File: src/rtl/cache_arb_pkg.sv
// Shared types and constants for the cache/main-memory arbiter.
package cache_arb_pkg;

  localparam int unsigned ADDR_W          = 16;
  localparam int unsigned TIMEOUT_CYC_DEF = 64;
  localparam int unsigned CNT_W_DEF       = 7;

  // Arbiter state encoding (2 bits).
  typedef enum logic [1:0] {
    IDLE    = 2'b00,
    GRANT_I = 2'b01,
    GRANT_D = 2'b10,
    TURN    = 2'b11
  } arb_state_e;

  // Owner encodings presented on the owner port.
  localparam logic [1:0] OWN_NONE = 2'b00;
  localparam logic [1:0] OWN_I    = 2'b01;
  localparam logic [1:0] OWN_D    = 2'b10;

  // Owner code implied by a state; only grant states have an owner.
  function automatic logic [1:0] owner_of(arb_state_e s);
    case (s)
      GRANT_I: return OWN_I;
      GRANT_D: return OWN_D;
      default: return OWN_NONE;
    endcase
  endfunction

endpackage

File: src/rtl/arb_watchdog.sv
// Saturating grant-hold counter; flags expiry on the last allowed grant cycle.
module arb_watchdog #(
  parameter int unsigned TIMEOUT_CYC = 64,
  parameter int unsigned CNT_W       = 7
) (
  input  logic clk,
  input  logic rst_n,
  input  logic clr,
  input  logic en,
  output logic expired
);

  localparam logic [CNT_W-1:0] CNT_MAX  = {CNT_W{1'b1}};
  localparam logic [CNT_W-1:0] CNT_LAST = CNT_W'(TIMEOUT_CYC - 1);

  logic [CNT_W-1:0] r_cnt;

  // Count grant cycles; clear has priority, never wrap past all-ones.
  always_ff @(posedge clk or negedge rst_n) begin
    if (!rst_n) begin
      r_cnt <= '0;
    end else if (clr) begin
      r_cnt <= '0;
    end else if (en && (r_cnt != CNT_MAX)) begin
      r_cnt <= r_cnt + CNT_W'(1);
    end
  end

  assign expired = en && (r_cnt >= CNT_LAST);

endmodule

File: src/rtl/cache_mem_arbiter.sv
// Arbitrates the main-memory port between the I-cache and D-cache fill
// controllers. A grant is held for a whole fill, followed by one TURN bubble.
// Build option: define ARB_RR_EN for round-robin tie breaking; otherwise the
// D-cache always wins ties.
module cache_mem_arbiter
  import cache_arb_pkg::*;
#(
  parameter int unsigned TIMEOUT_CYC = TIMEOUT_CYC_DEF,
  parameter int unsigned CNT_W       = CNT_W_DEF
) (
  input  logic              clk,
  input  logic              rst_n,
  input  logic              i_req,
  input  logic              i_mem_en,
  input  logic [ADDR_W-1:0] i_mem_addr,
  output logic              i_proceed,
  output logic              i_data_valid,
  input  logic              d_req,
  input  logic              d_mem_en,
  input  logic [ADDR_W-1:0] d_mem_addr,
  output logic              d_proceed,
  output logic              d_data_valid,
  output logic              mem_en,
  output logic [ADDR_W-1:0] mem_addr,
  input  logic              mem_data_valid,
  output logic [1:0]        owner,
  output logic              timeout_err
);

  arb_state_e r_state;
  logic       r_timeout;
  logic       w_granted;
  logic       w_expired;
  logic       w_any_req;
  logic       w_pick_d;

  assign w_any_req = i_req || d_req;
  assign w_granted = (r_state == GRANT_I) || (r_state == GRANT_D);

`ifdef ARB_RR_EN
  logic r_last_d;

  // Tie goes to whichever side was not served last.
  assign w_pick_d = d_req && (!i_req || !r_last_d);

  // Remember who was granted; starts as "last served I" so D wins first tie.
  always_ff @(posedge clk or negedge rst_n) begin
    if (!rst_n) begin
      r_last_d <= 1'b0;
    end else if ((r_state == IDLE) && w_any_req) begin
      r_last_d <= w_pick_d;
    end
  end
`else
  // Fixed priority: D-cache wins any tie.
  assign w_pick_d = d_req;
`endif

  // Watchdog runs only while a grant is held and is held clear elsewhere.
  arb_watchdog #(
    .TIMEOUT_CYC (TIMEOUT_CYC),
    .CNT_W       (CNT_W)
  ) u_watchdog (
    .clk     (clk),
    .rst_n   (rst_n),
    .clr     (!w_granted),
    .en      (w_granted),
    .expired (w_expired)
  );

  // Arbiter FSM; the timeout flag is raised only for the TURN cycle.
  always_ff @(posedge clk or negedge rst_n) begin
    if (!rst_n) begin
      r_state   <= IDLE;
      r_timeout <= 1'b0;
    end else begin
      r_timeout <= 1'b0;
      case (r_state)
        IDLE: begin
          if (w_any_req) begin
            r_state <= w_pick_d ? GRANT_D : GRANT_I;
          end
        end
        GRANT_I: begin
          if (!i_req || w_expired) begin
            r_state   <= TURN;
            r_timeout <= w_expired;
          end
        end
        GRANT_D: begin
          if (!d_req || w_expired) begin
            r_state   <= TURN;
            r_timeout <= w_expired;
          end
        end
        TURN: begin
          r_state <= IDLE;
        end
        default: begin
          r_state <= IDLE;
        end
      endcase
    end
  end

  // Grant and owner decode purely from the state register.
  assign i_proceed   = (r_state == GRANT_I);
  assign d_proceed   = (r_state == GRANT_D);
  assign owner       = owner_of(r_state);
  assign timeout_err = r_timeout;

  // Return memory valid to the owner only; dropped in TURN and IDLE.
  assign i_data_valid = (r_state == GRANT_I) && mem_data_valid;
  assign d_data_valid = (r_state == GRANT_D) && mem_data_valid;

  // Steer the owner's enable/address to memory; park at zero otherwise.
  always_comb begin
    mem_en   = 1'b0;
    mem_addr = '0;
    case (r_state)
      GRANT_I: begin
        mem_en   = i_mem_en;
        mem_addr = i_mem_addr;
      end
      GRANT_D: begin
        mem_en   = d_mem_en;
        mem_addr = d_mem_addr;
      end
      default: begin
        mem_en   = 1'b0;
        mem_addr = '0;
      end
    endcase
  end

endmodule

File: config.mk
export PLATFORM = sky130hd
export DESIGN_NAME = cache_mem_arbiter
export DESIGN_NICKNAME = d
export VERILOG_FILES = /design/src/rtl/cache_arb_pkg.sv /design/src/rtl/arb_watchdog.sv /design/src/rtl/cache_mem_arbiter.sv
export SDC_FILE = /design/constraint.sdc
export NUM_CORES = 1
export LEC_CHECK = 0
export CELL_PAD_IN_SITES_DETAIL_PLACEMENT = 0
export CELL_PAD_IN_SITES_GLOBAL_PLACEMENT = 1
export CORE_MARGIN = 3
export CORE_UTILIZATION = 26
export DETAILED_ROUTE_END_ITERATION = 12
export PLACE_DENSITY_LB_ADDON = 0.1
export SLEW_MARGIN = 20
export SYNTH_ARGS = -nofsm -noshare
export SYNTH_HDL_FRONTEND = slang
export SYNTH_HIERARCHICAL = 1
export SYNTH_SLANG_ARGS = --single-unit
File: constraint.sdc
create_clock -name clk -period 3 [get_ports clk]
set_clock_uncertainty 0.05 [all_clocks]
set_input_delay 0.6 -clock clk [delete_from_list [all_inputs] [get_ports clk]]
set_output_delay 0.6 -clock clk [all_outputs]
set_load 0.02 [all_outputs]
==> results of run 1 <==
==> sequential cells by signal, indices dropped and copies added (netlist names) <==
register / flops
r_state: 2
timeout_err: 1
u_watchdog/r_cnt: 7
==> routing by layer <==
layer,wire length (um),global-route usage
met4,15,0.0311
met3,268,0.0564
met2,1490,0.239
met5,0,0
met1,1180,0.166
==> cell type report <==
| type | count | area share |
|---|---|---|
| clock buffer | 4 | 0.0223 |
| inverter | 4 | 0.00922 |
| multi-input combinational | 80 | 0.369 |
| sequential | 10 | 0.154 |
| tap | 44 | 0.0338 |
| timing repair buffer | 67 | 0.412 |
==> how the worst max path moves through the flow <==
stage                    start           end  slack (ns)
floorplan           r_state[0]  mem_addr[10]        0.77
global placement      d_mem_en        mem_en        0.50
detailed placement    d_mem_en        mem_en        0.48
CTS                 r_state[1]   mem_addr[5]        0.18
global route        r_state[1]  mem_addr[12]        0.05
finish              r_state[1]   mem_addr[2]        0.21
==> per-stage QoR <==
| step | worst slack (ns) | hold WS [ns] |
|---|---|---|
| final | 0.212 | 0.513 |
| after detailed placement | 0.479 | 0.485 |
| after global routing | 0.0475 | 0.563 |
| after CTS | 0.175 | 0.516 |
| after floorplan | 0.765 | 0.254 |
| after global placement | 0.502 | 0.496 |
==> cell usage in the layout (no fill, tap or decap), types with 2 or more instances in the layout <==
| master | instances |
|---|---|
| sky130_fd_sc_hd__dfrtp_1 | 10 |
| sky130_fd_sc_hd__a21oi_1 | 3 |
| sky130_fd_sc_hd__nor2_1 | 21 |
| sky130_fd_sc_hd__a22oi_1 | 17 |
| sky130_fd_sc_hd__ha_1 | 7 |
| sky130_fd_sc_hd__inv_1 | 3 |
| sky130_fd_sc_hd__nor2b_1 | 2 |
| sky130_fd_sc_hd__buf_4 | 4 |
| sky130_fd_sc_hd__mux2i_1 | 4 |
| sky130_fd_sc_hd__clkbuf_4 | 3 |
| sky130_fd_sc_hd__nand2b_1 | 2 |
| sky130_fd_sc_hd__mux2_4 | 3 |
| sky130_fd_sc_hd__nand4_1 | 2 |
| sky130_fd_sc_hd__a311oi_1 | 2 |
| sky130_fd_sc_hd__and2_1 | 3 |
| sky130_fd_sc_hd__a211oi_1 | 2 |
| sky130_fd_sc_hd__nand2_1 | 2 |
| sky130_fd_sc_hd__clkdlybuf4s50_1 | 62 |
==> power by group through the flow <==
stage	Combinational, uW	Clock (uW)	Sequential, uW
finish	1280	124	188
global route	1390	134	192
CTS	1300	129	188
detailed placement	1290	0	191
global placement	1280	0	189
floorplan	798	0	184
==> cell families after synthesis <==
kind of cell | Yosys count | share of synthesized area
and+or+nand+nor | 35 | 0.176
AOI/OAI and AO/OA | 31 | 0.290
buffers and inverters | 13 | 0.0748
DFF | 10 | 0.272
muxes | 7 | 0.0925
adders and majority gates | 7 | 0.0952
==> critical path, stage by stage, from the launching register on <==
cell and delay, ns:
sky130_fd_sc_hd__dfrtp_1 0.40, sky130_fd_sc_hd__inv_1 0.15, sky130_fd_sc_hd__ha_1 0.35, sky130_fd_sc_hd__buf_12 0.19
sky130_fd_sc_hd__a22oi_1 0.07, sky130_fd_sc_hd__nor2_1 0.09, sky130_fd_sc_hd__clkdlybuf4s50_1 0.62
==> results.json, run 1 <==
{
  "yosysWarningCount": 6,
  "fin_setup_tns_ns": 0,
  "clock-sinks": 10,
  "gp_congestion": 0.744,
  "dr.first_iter.drc_count": 18,
  "post-layout-total-power_uw": 1590,
  "postRouteWirelength_um": 2950,
  "syn_nets": 149,
  "syn2layout_area_growth_pct": 77.0,
  "routed_via_density": 4.86,
  "max_freq_mhz": 359,
  "total_area_of_multi_input_combinational_cells_sq_um": 601,
  "power.clock.fraction": 0.078,
  "rsz0062_at_grt": "false",
  "synth-seq-area-share": 0.272,
  "synth_ff_type": "sky130_fd_sc_hd__dfrtp_1",
  "setup.worst_path.start_class": "flop",
  "design.core.area_sq_um": 3200,
  "utilization": 0.508,
  "post_drt_antenna_nets": 0,
  "hold_path_startpoint": "u_watchdog/r_cnt[6]",
  "die-area_sq_um": 4290,
  "synth.most_common_cell": "sky130_fd_sc_hd__nor2_1",
  "synth_enable_flop_cells": 0,
  "synthesis.area_sq_um": 920,
  "final_cell_count_no_fill": 209,
  "criticalPathCategory": "reg2out",
  "drive_gt1_frac": 0.103,
  "buffer_ports.inserted": 62,
  "synth_top_cells_by_count": "sky130_fd_sc_hd__nor2_1 (21), sky130_fd_sc_hd__a22oi_1 (17), sky130_fd_sc_hd__dfrtp_1 (10)",
  "place.detailed.instances": 205,
  "power_frac_seq": 0.118,
  "top_cell_type_by_total_area_after_synthesis": "sky130_fd_sc_hd__dfrtp_1",
  "grt_pass1_wl_um": 4720,
  "via_count_of_the_first_global_routing_pass": 961,
  "kind_of_end_point_of_the_critical_path": "output port",
  "rows": 20,
  "post_cts_buffers": 0,
  "globalRouteOverflowTotal": 0,
  "ff2ff_setup_slack_ns": 1.17,
  "power-per-cell-area_nw_per_um2": 979,
  "post-dp-hpwl_um": 2330,
  "tritoncts_clock_tree": "built",
  "status": "finished, final reports clean",
  "leakage_uw": 0.000662,
  "slew_headroom": 0.694,
  "num_vias": 1015,
  "internal_power_uw": 851,
  "critPathRequiredTime_ns": 2.35,
  "reg2regPathDepth": 6,
  "number_of_antenna_violations_at_the_first_check_in_global_routing": 0,
  "synth_cells": 103,
  "synth-seq-cells": 10,
  "largest_net_degree_at_the_start_of_global_routing": 20,
  "max-cap-violations": 0,
  "layout_min_cycle_time_ns": 2.79,
  "sw_share": 0.466,
  "synth_largest_type_area_fraction": 0.272,
  "chipHeight_um": 65.5,
  "num_antenna_cells": 0,
  "fin_area_sq_um": 1630,
  "final_min_period_over_clock_period": 0.929,
  "globalRouteTotalUtil": 0.141,
  "vdd_drop_max_uv": 817,
  "insertion_delay_ns": 0.27,
  "ys_async_sr_fraction": 1.00,
  "setup_viol": 0,
  "cts.repair.resized": 0,
  "die_w_um": 65.5,
  "critical_path.reg2reg.endpoint": "r_state[0]",
  "holdPathEnd": "u_watchdog/r_cnt[6]",
  "detailed_place.area_sq_um": 1590,
  "min_delay_path_depth": 2,
  "worst_slew_pin_slew_ns": 0.458,
  "clock_path_buffers": 2,
  "area.sequential_sq_um": 250,
  "timing.rr.start": "r_state[1]",
  "report.final.slew_viol_count": 0,
  "hold_buffers": 0,
  "dominant_cells_by_area_after_synthesis": "sky130_fd_sc_hd__dfrtp_1 (27%), sky130_fd_sc_hd__a22oi_1 (14%), sky130_fd_sc_hd__ha_1 (9.5%)",
  "timing_hold_violations_final": 0,
  "timing.critical_path.fanout_max": 15,
  "number_of_inserted_filler_cells_in_the_final_layout": 313,
  "syn-mean-instance-area_sq_um": 8.93,
  "worst_ep_arrival_time_ns": 2.14,
  "finish.net_count": 212,
  "starting_utilization_of_the_core_area": 0.287,
  "power_frac_comb": 0.805,
  "wire_per_inst_um": 14.1,
  "initial_drt_pass_iterations": 4,
  "htreeDepth": 1,
  "p_switching_uw": 743,
  "route.detailed.drc": 0,
  "timing.hold.worst.class": "reg2reg",
  "cts-root-buf": "sky130_fd_sc_hd__clkbuf_4",
  "synth.distinct_cells": 32,
  "cts_buffers": 3,
  "io_pins": 63,
  "cts.reportedPaths.clkPinSlew_ns": 0.07
}
No activity file was read; power rests on OpenSTA's default activity.
==> run 2: changes to the inputs <==
ABC_AREA = 1   (was unset)
CORE_UTILIZATION = 27   (was 26)
==> run 2 against run 1 <==
Net effect: global-route usage down 1.3 points; first-iteration DRC count up 39%; cell count up 26%; fmax up 0.46%; largest power group unchanged; sequential cell count unchanged; combinational power down 3%; highest routed layer unchanged; largest cell class is now multi-input combinational cells; die area up 12%; register-to-register slack better by 0.07 ns; final area up 8.2%; clock power up 6%.
==> results.json, run 2 <==
{
  "status": "finished, final reports clean",
  "vdd_drop_max_uv": 560,
  "ff2ff_setup_slack_ns": 1.24,
  "reg2regPathDepth": 8,
  "report.final.slew_viol_count": 0,
  "cts.reportedPaths.clkPinSlew_ns": 0.04,
  "syn_nets": 200,
  "via_count_of_the_first_global_routing_pass": 1166,
  "largest_register_ffs": 7,
  "route.detailed.drc": 0,
  "io_pins": 63,
  "num_antenna_cells": 0,
  "synth-seq-area-share": 0.231,
  "synth_cells": 154,
  "die_w_um": 69.3,
  "die-area_sq_um": 4800,
  "tritoncts_clock_tree": "built",
  "fin_setup_tns_ns": 0,
  "layout.cells.most_common_list": "sky130_fd_sc_hd__clkdlybuf4s50_1 (62), sky130_fd_sc_hd__nand2_1 (50), sky130_fd_sc_hd__nand2_2 (16)",
  "power.clock.fraction": 0.084,
  "insertion_delay_ns": 0.23,
  "setup.worst_path.start_class": "flop",
  "routed_via_density": 4.39,
  "max-cap-violations": 0,
  "synth.distinct_cells": 24,
  "hold_buffers": 0,
  "regMostFlops": "u_watchdog/r_cnt",
  "cts-root-buf": "sky130_fd_sc_hd__clkbuf_8",
  "htreeDepth": 1,
  "critical_path.reg2reg.endpoint": "u_watchdog/r_cnt[5]",
  "layout_min_cycle_time_ns": 2.78,
  "synth_largest_type_area_fraction": 0.231,
  "ys_async_sr_fraction": 1.00,
  "power_frac_seq": 0.124,
  "timing.rr.start": "r_state[0]",
  "critical_path.endpoint": "mem_addr[0]",
  "starting_utilization_of_the_core_area": 0.287,
  "setup_viol": 0,
  "slew_headroom": 0.661,
  "internal_power_uw": 753,
  "globalRouteOverflowTotal": 0,
  "clock_path_buffers": 2,
  "syn-mean-instance-area_sq_um": 7.03,
  "design.core.area_sq_um": 3770,
  "mostFrequentLayoutCell": "sky130_fd_sc_hd__clkdlybuf4s50_1",
  "buffer_ports.inserted": 62,
  "yosysWarningCount": 6,
  "number_of_antenna_violations_at_the_first_check_in_global_routing": 0,
  "synth.most_common_cell": "sky130_fd_sc_hd__nand2_1",
  "power-per-cell-area_nw_per_um2": 891,
  "rsz0062_at_grt": "false",
  "num_vias": 1158,
  "grt_pass1_wl_um": 5230,
  "synthesis.area_sq_um": 1080,
  "syn2layout_area_growth_pct": 62.8,
  "post_cts_buffers": 0,
  "top_cell_type_by_total_area_after_synthesis": "sky130_fd_sc_hd__dfrtp_1",
  "leakage_uw": 0.000768,
  "synth-seq-cells": 10,
  "finalHoldWorstSlack_ns": 0.491,
  "timing_hold_violations_final": 0,
  "chipHeight_um": 69.3,
  "post_drt_antenna_nets": 0,
  "p_switching_uw": 817,
  "dr.first_iter.drc_count": 25,
  "final_min_period_over_clock_period": 0.925,
  "worst_slew_pin_slew_ns": 0.508,
  "worst_ep_arrival_time_ns": 2.13,
  "synth_ff_type": "sky130_fd_sc_hd__dfrtp_1",
  "cts.repair.resized": 0,
  "postRouteWirelength_um": 2940,
  "timing.critical_path.fanout_max": 22,
  "timing.hold.worst.class": "reg2reg",
  "largest_net_degree_at_the_start_of_global_routing": 23,
  "clock-sinks": 10,
  "gp_congestion": 0.762,
  "finish.net_count": 264,
  "sw_share": 0.520,
  "power_frac_comb": 0.793,
  "critPathLaunch": "r_state[0]",
  "kind_of_end_point_of_the_critical_path": "output port",
  "critPathRequiredTime_ns": 2.35,
  "dominant_cells_by_area_after_synthesis": "sky130_fd_sc_hd__dfrtp_1 (23%), sky130_fd_sc_hd__nand2_1 (17%), sky130_fd_sc_hd__nand2_2 (9.2%)",
  "utilization": 0.467,
  "synth_enable_flop_cells": 0,
  "wire_per_inst_um": 11.1,
  "post-dp-hpwl_um": 2410,
  "synth_top_cells_by_count": "sky130_fd_sc_hd__nand2_1 (50), sky130_fd_sc_hd__nand2_2 (16), sky130_fd_sc_hd__inv_1 (14)",
  "max_freq_mhz": 360,
  "globalRouteTotalUtil": 0.128,
  "rows": 22,
  "criticalPathCategory": "reg2out",
  "cts_buffers": 3,
  "initial_drt_pass_iterations": 4,
  "drive_gt1_frac": 0.204
}
[run 2: cell types whose count changed after synthesis, moves of 10 or more]
cell                      delta
sky130_fd_sc_hd__a21oi_2    +10
sky130_fd_sc_hd__inv_1      +11
sky130_fd_sc_hd__nor2_1     -14
sky130_fd_sc_hd__a22oi_1    -17
sky130_fd_sc_hd__nand2_2    +16
sky130_fd_sc_hd__nand2_1    +48
[run 2: how the worst min path moves through the flow]
stage                        start             endpoint  cells past startpoint
6_report                r_state[0]           r_state[0]                      2
5_1_grt        u_watchdog/r_cnt[1]  u_watchdog/r_cnt[1]                      2
4_1_cts        u_watchdog/r_cnt[5]  u_watchdog/r_cnt[5]                      2
3_5_place_dp   u_watchdog/r_cnt[5]  u_watchdog/r_cnt[5]                      2
3_3_place_gp   u_watchdog/r_cnt[5]  u_watchdog/r_cnt[5]                      2
2_1_floorplan                rst_n           r_state[0]                      0
[run 2: per-layer routing]
layer,global-route usage,vias to the layer above,part of all wire
li1,-,601,-
met5,0,-,0
met2,0.236,39,0.50
met1,0.153,516,0.45
met4,0.0325,0,0.0037
met3,0.0188,2,0.045
[run 2: stage by stage]
step	total power, uW	cell area (sq um)	cells	setup slack, ns
detailed placement	1460	1720	261	0.443
CTS	1600	1760	264	0.183
global route	1700	1760	264	0.0756
global placement	1450	1720	261	0.434
finish	1570	1760	264	0.225
floorplan	1090	1080	154	0.836
[run 2: power groups by stage]
| stage | sequential, uW | clock (uW) | combinational (uW) |
|---|---|---|---|
| 2_1_floorplan | 187 | 0 | 899 |
| 3_3_place_gp | 196 | 0 | 1260 |
| 3_5_place_dp | 197 | 0 | 1270 |
| 4_1_cts | 195 | 138 | 1270 |
| 5_1_grt | 200 | 147 | 1360 |
| 6_report | 194 | 132 | 1240 |
[run 2: cells by family after synthesis]
group | Yosys count | synth area share
AO/OA/AOI/OAI | 24 | 0.154
adder cells (fa/ha/maj) | 7 | 0.0809
buffers and inverters | 23 | 0.121
flip-flops | 10 | 0.231
AND/OR/NAND/NOR | 90 | 0.413
[run 2: cell type report]
type	instances	area, sq um
Timing Repair Buffer	65	643
Inverter	17	66.3
Tap cell	48	60.1
Multi-Input combinational cell	121	701
Clock buffer	3	41.3
Fill cell	375	2010
Sequential cell	10	250
[run 2: critical path, stage by stage (launching register included)]
cell                              delay (ns)
sky130_fd_sc_hd__dfrtp_1                0.40
sky130_fd_sc_hd__inv_1                  0.11
sky130_fd_sc_hd__ha_1                   0.34
sky130_fd_sc_hd__inv_2                  0.39
sky130_fd_sc_hd__a21oi_1                0.09
sky130_fd_sc_hd__clkdlybuf4s50_1        0.56
==> run 3: changes to the inputs <==
REMOVE_ABC_BUFFERS = 1   (was unset)
==> run 3 against run 2 <==
Net effect: power rose by 2.2%; via count rose by 0.52%; wire length rose by 12%; combinational power barely moved; fmax fell by 0.68%; final area did not move; global-route usage rose by 1.3 points; cell count did not move; register-to-register slack barely moved.
==> results.json, run 3 (synthesis results as in run 2) <==
{
  "route.detailed.drc": 0,
  "rows": 22,
  "criticalPathCategory": "reg2out",
  "design.core.area_sq_um": 3770,
  "num_vias": 1164,
  "post_drt_antenna_nets": 0,
  "reg2regPathDepth": 8,
  "grt_pass1_wl_um": 5560,
  "timing_hold_violations_final": 0,
  "largest_net_degree_at_the_start_of_global_routing": 23,
  "power-per-cell-area_nw_per_um2": 910,
  "report.final.slew_viol_count": 0,
  "drive_gt1_frac": 0.204,
  "max_freq_mhz": 358,
  "chipHeight_um": 69.3,
  "globalRouteOverflowTotal": 0,
  "setup.worst_path.start_class": "flop",
  "leakage_uw": 0.000768,
  "clock_path_buffers": 2,
  "dr_wl_met2_um": 1840,
  "worst_slew_pin_slew_ns": 0.509,
  "tritoncts_clock_tree": "built",
  "hold_path_startpoint": "u_watchdog/r_cnt[5]",
  "slew_headroom": 0.660,
  "num_antenna_cells": 0,
  "post_cts_buffers": 0,
  "buffer_ports.inserted": 62,
  "mostFrequentLayoutCell": "sky130_fd_sc_hd__clkdlybuf4s50_1",
  "routed_via_density": 4.41,
  "starting_utilization_of_the_core_area": 0.287,
  "cts.reportedPaths.clkPinSlew_ns": 0.05,
  "critical_path.reg2reg.endpoint": "u_watchdog/r_cnt[5]",
  "ff2ff_setup_slack_ns": 1.24,
  "power_frac_seq": 0.121,
  "timing.critical_path.fanout_max": 22,
  "dr.first_iter.drc_count": 55,
  "regMostFlops": "u_watchdog/r_cnt",
  "setup_viol": 0,
  "holdPathEnd": "u_watchdog/r_cnt[5]",
  "io_pins": 63,
  "wl_met3_um": 115,
  "cts_buffers": 3,
  "internal_power_uw": 753,
  "hold_buffers": 0,
  "kind_of_end_point_of_the_critical_path": "output port",
  "final_min_period_over_clock_period": 0.931,
  "cts.repair.resized": 0,
  "number_of_antenna_violations_at_the_first_check_in_global_routing": 0,
  "htreeDepth": 1,
  "power.clock.fraction": 0.086,
  "postRouteWirelength_um": 3300,
  "timing.rr.start": "r_state[0]",
  "die_w_um": 69.3,
  "clock-sinks": 10,
  "min_delay_path_depth": 2,
  "gp_congestion": 0.859,
  "timing.hold.worst.class": "reg2reg",
  "fin_setup_tns_ns": 0,
  "max-cap-violations": 0,
  "via_count_of_the_first_global_routing_pass": 1175,
  "vdd_drop_max_uv": 922,
  "status": "finished, final reports clean",
  "rsz0062_at_grt": "false",
  "layout_min_cycle_time_ns": 2.79,
  "post-layout-total-power_uw": 1600,
  "cts-root-buf": "sky130_fd_sc_hd__clkbuf_8",
  "globalRouteTotalUtil": 0.141,
  "largest_register_ffs": 7,
  "p_switching_uw": 850,
  "number_of_inserted_filler_cells_in_the_final_layout": 381,
  "wire_per_inst_um": 12.5,
  "die-area_sq_um": 4800,
  "finish.net_count": 264,
  "syn2layout_area_growth_pct": 62.8,
  "dr.max_layer_used": "met4",
  "critPathRequiredTime_ns": 2.35,
  "worst_ep_arrival_time_ns": 2.14,
  "met1_length_um": 1310,
  "post-dp-hpwl_um": 2560,
  "sw_share": 0.530,
  "initial_drt_pass_iterations": 3,
  "insertion_delay_ns": 0.23,
  "layout.cells.most_common_list": "sky130_fd_sc_hd__clkdlybuf4s50_1 (62), sky130_fd_sc_hd__nand2_1 (50), sky130_fd_sc_hd__nand2_2 (16)",
  "power_frac_comb": 0.793
}
[run 3: worst max path at each step]
| stage | startpoint | to | slack (ns) | cells after the start |
|---|---|---|---|---|
| CTS | r_state[0] | mem_addr[7] | 0.19 | 5 |
| global route | r_state[1] | mem_addr[5] | 0.09 | 5 |
| floorplan | r_state[1] | mem_addr[0] | 0.63 | 4 |
| detailed placement | i_mem_en | mem_en | 0.43 | 4 |
| global placement | i_mem_en | mem_en | 0.46 | 4 |
| finish | r_state[0] | mem_addr[7] | 0.21 | 5 |
[run 3: area by class of cell]
class / instances / area, sq um / share of cell area
well taps: 48 / 60.1 / 0.0341
flip-flops and latches: 10 / 250 / 0.142
inverters: 17 / 66.3 / 0.0376
clock buffers: 3 / 41.3 / 0.0234
repair buffers: 65 / 643 / 0.365
multi-input cells: 121 / 701 / 0.398
[run 3: per-layer routing]
layer,vias to the layer above,track usage
met5,-,0
met4,0,0.0282
met3,4,0.0333
met2,27,0.275
met1,522,0.151
li1,611,-
[run 3: stage by stage]
stage | hold WS (ns) | util | std cells | instance area, sq um | worst slack, ns
after floorplan | 0.254 | - | 148 | 1020 | 0.633
after global placement | 0.467 | 0.456 | 261 | 1720 | 0.461
after detailed placement | 0.466 | 0.456 | 261 | 1720 | 0.434
after CTS | 0.481 | 0.467 | 264 | 1760 | 0.193
after global routing | 0.498 | 0.467 | 264 | 1760 | 0.0933
final | 0.483 | 0.467 | 264 | 1760 | 0.206
[run 3: power groups by stage]
stage          clock [uW]  sequential (uW)  combinational (uW)
2_1_floorplan           0              187                 805
3_3_place_gp            0              193                1270
3_5_place_dp            0              196                1290
4_1_cts               142              194                1290
5_1_grt               150              197                1390
6_report              137              194                1270
[run 3: worst max-delay path, cell delays in order, from the launching register on]
cell and delay, ns:
sky130_fd_sc_hd__dfrtp_1 0.40, sky130_fd_sc_hd__inv_1 0.11, sky130_fd_sc_hd__ha_1 0.34, sky130_fd_sc_hd__inv_2 0.39, sky130_fd_sc_hd__a21oi_1 0.09, sky130_fd_sc_hd__clkdlybuf4s50_1 0.56
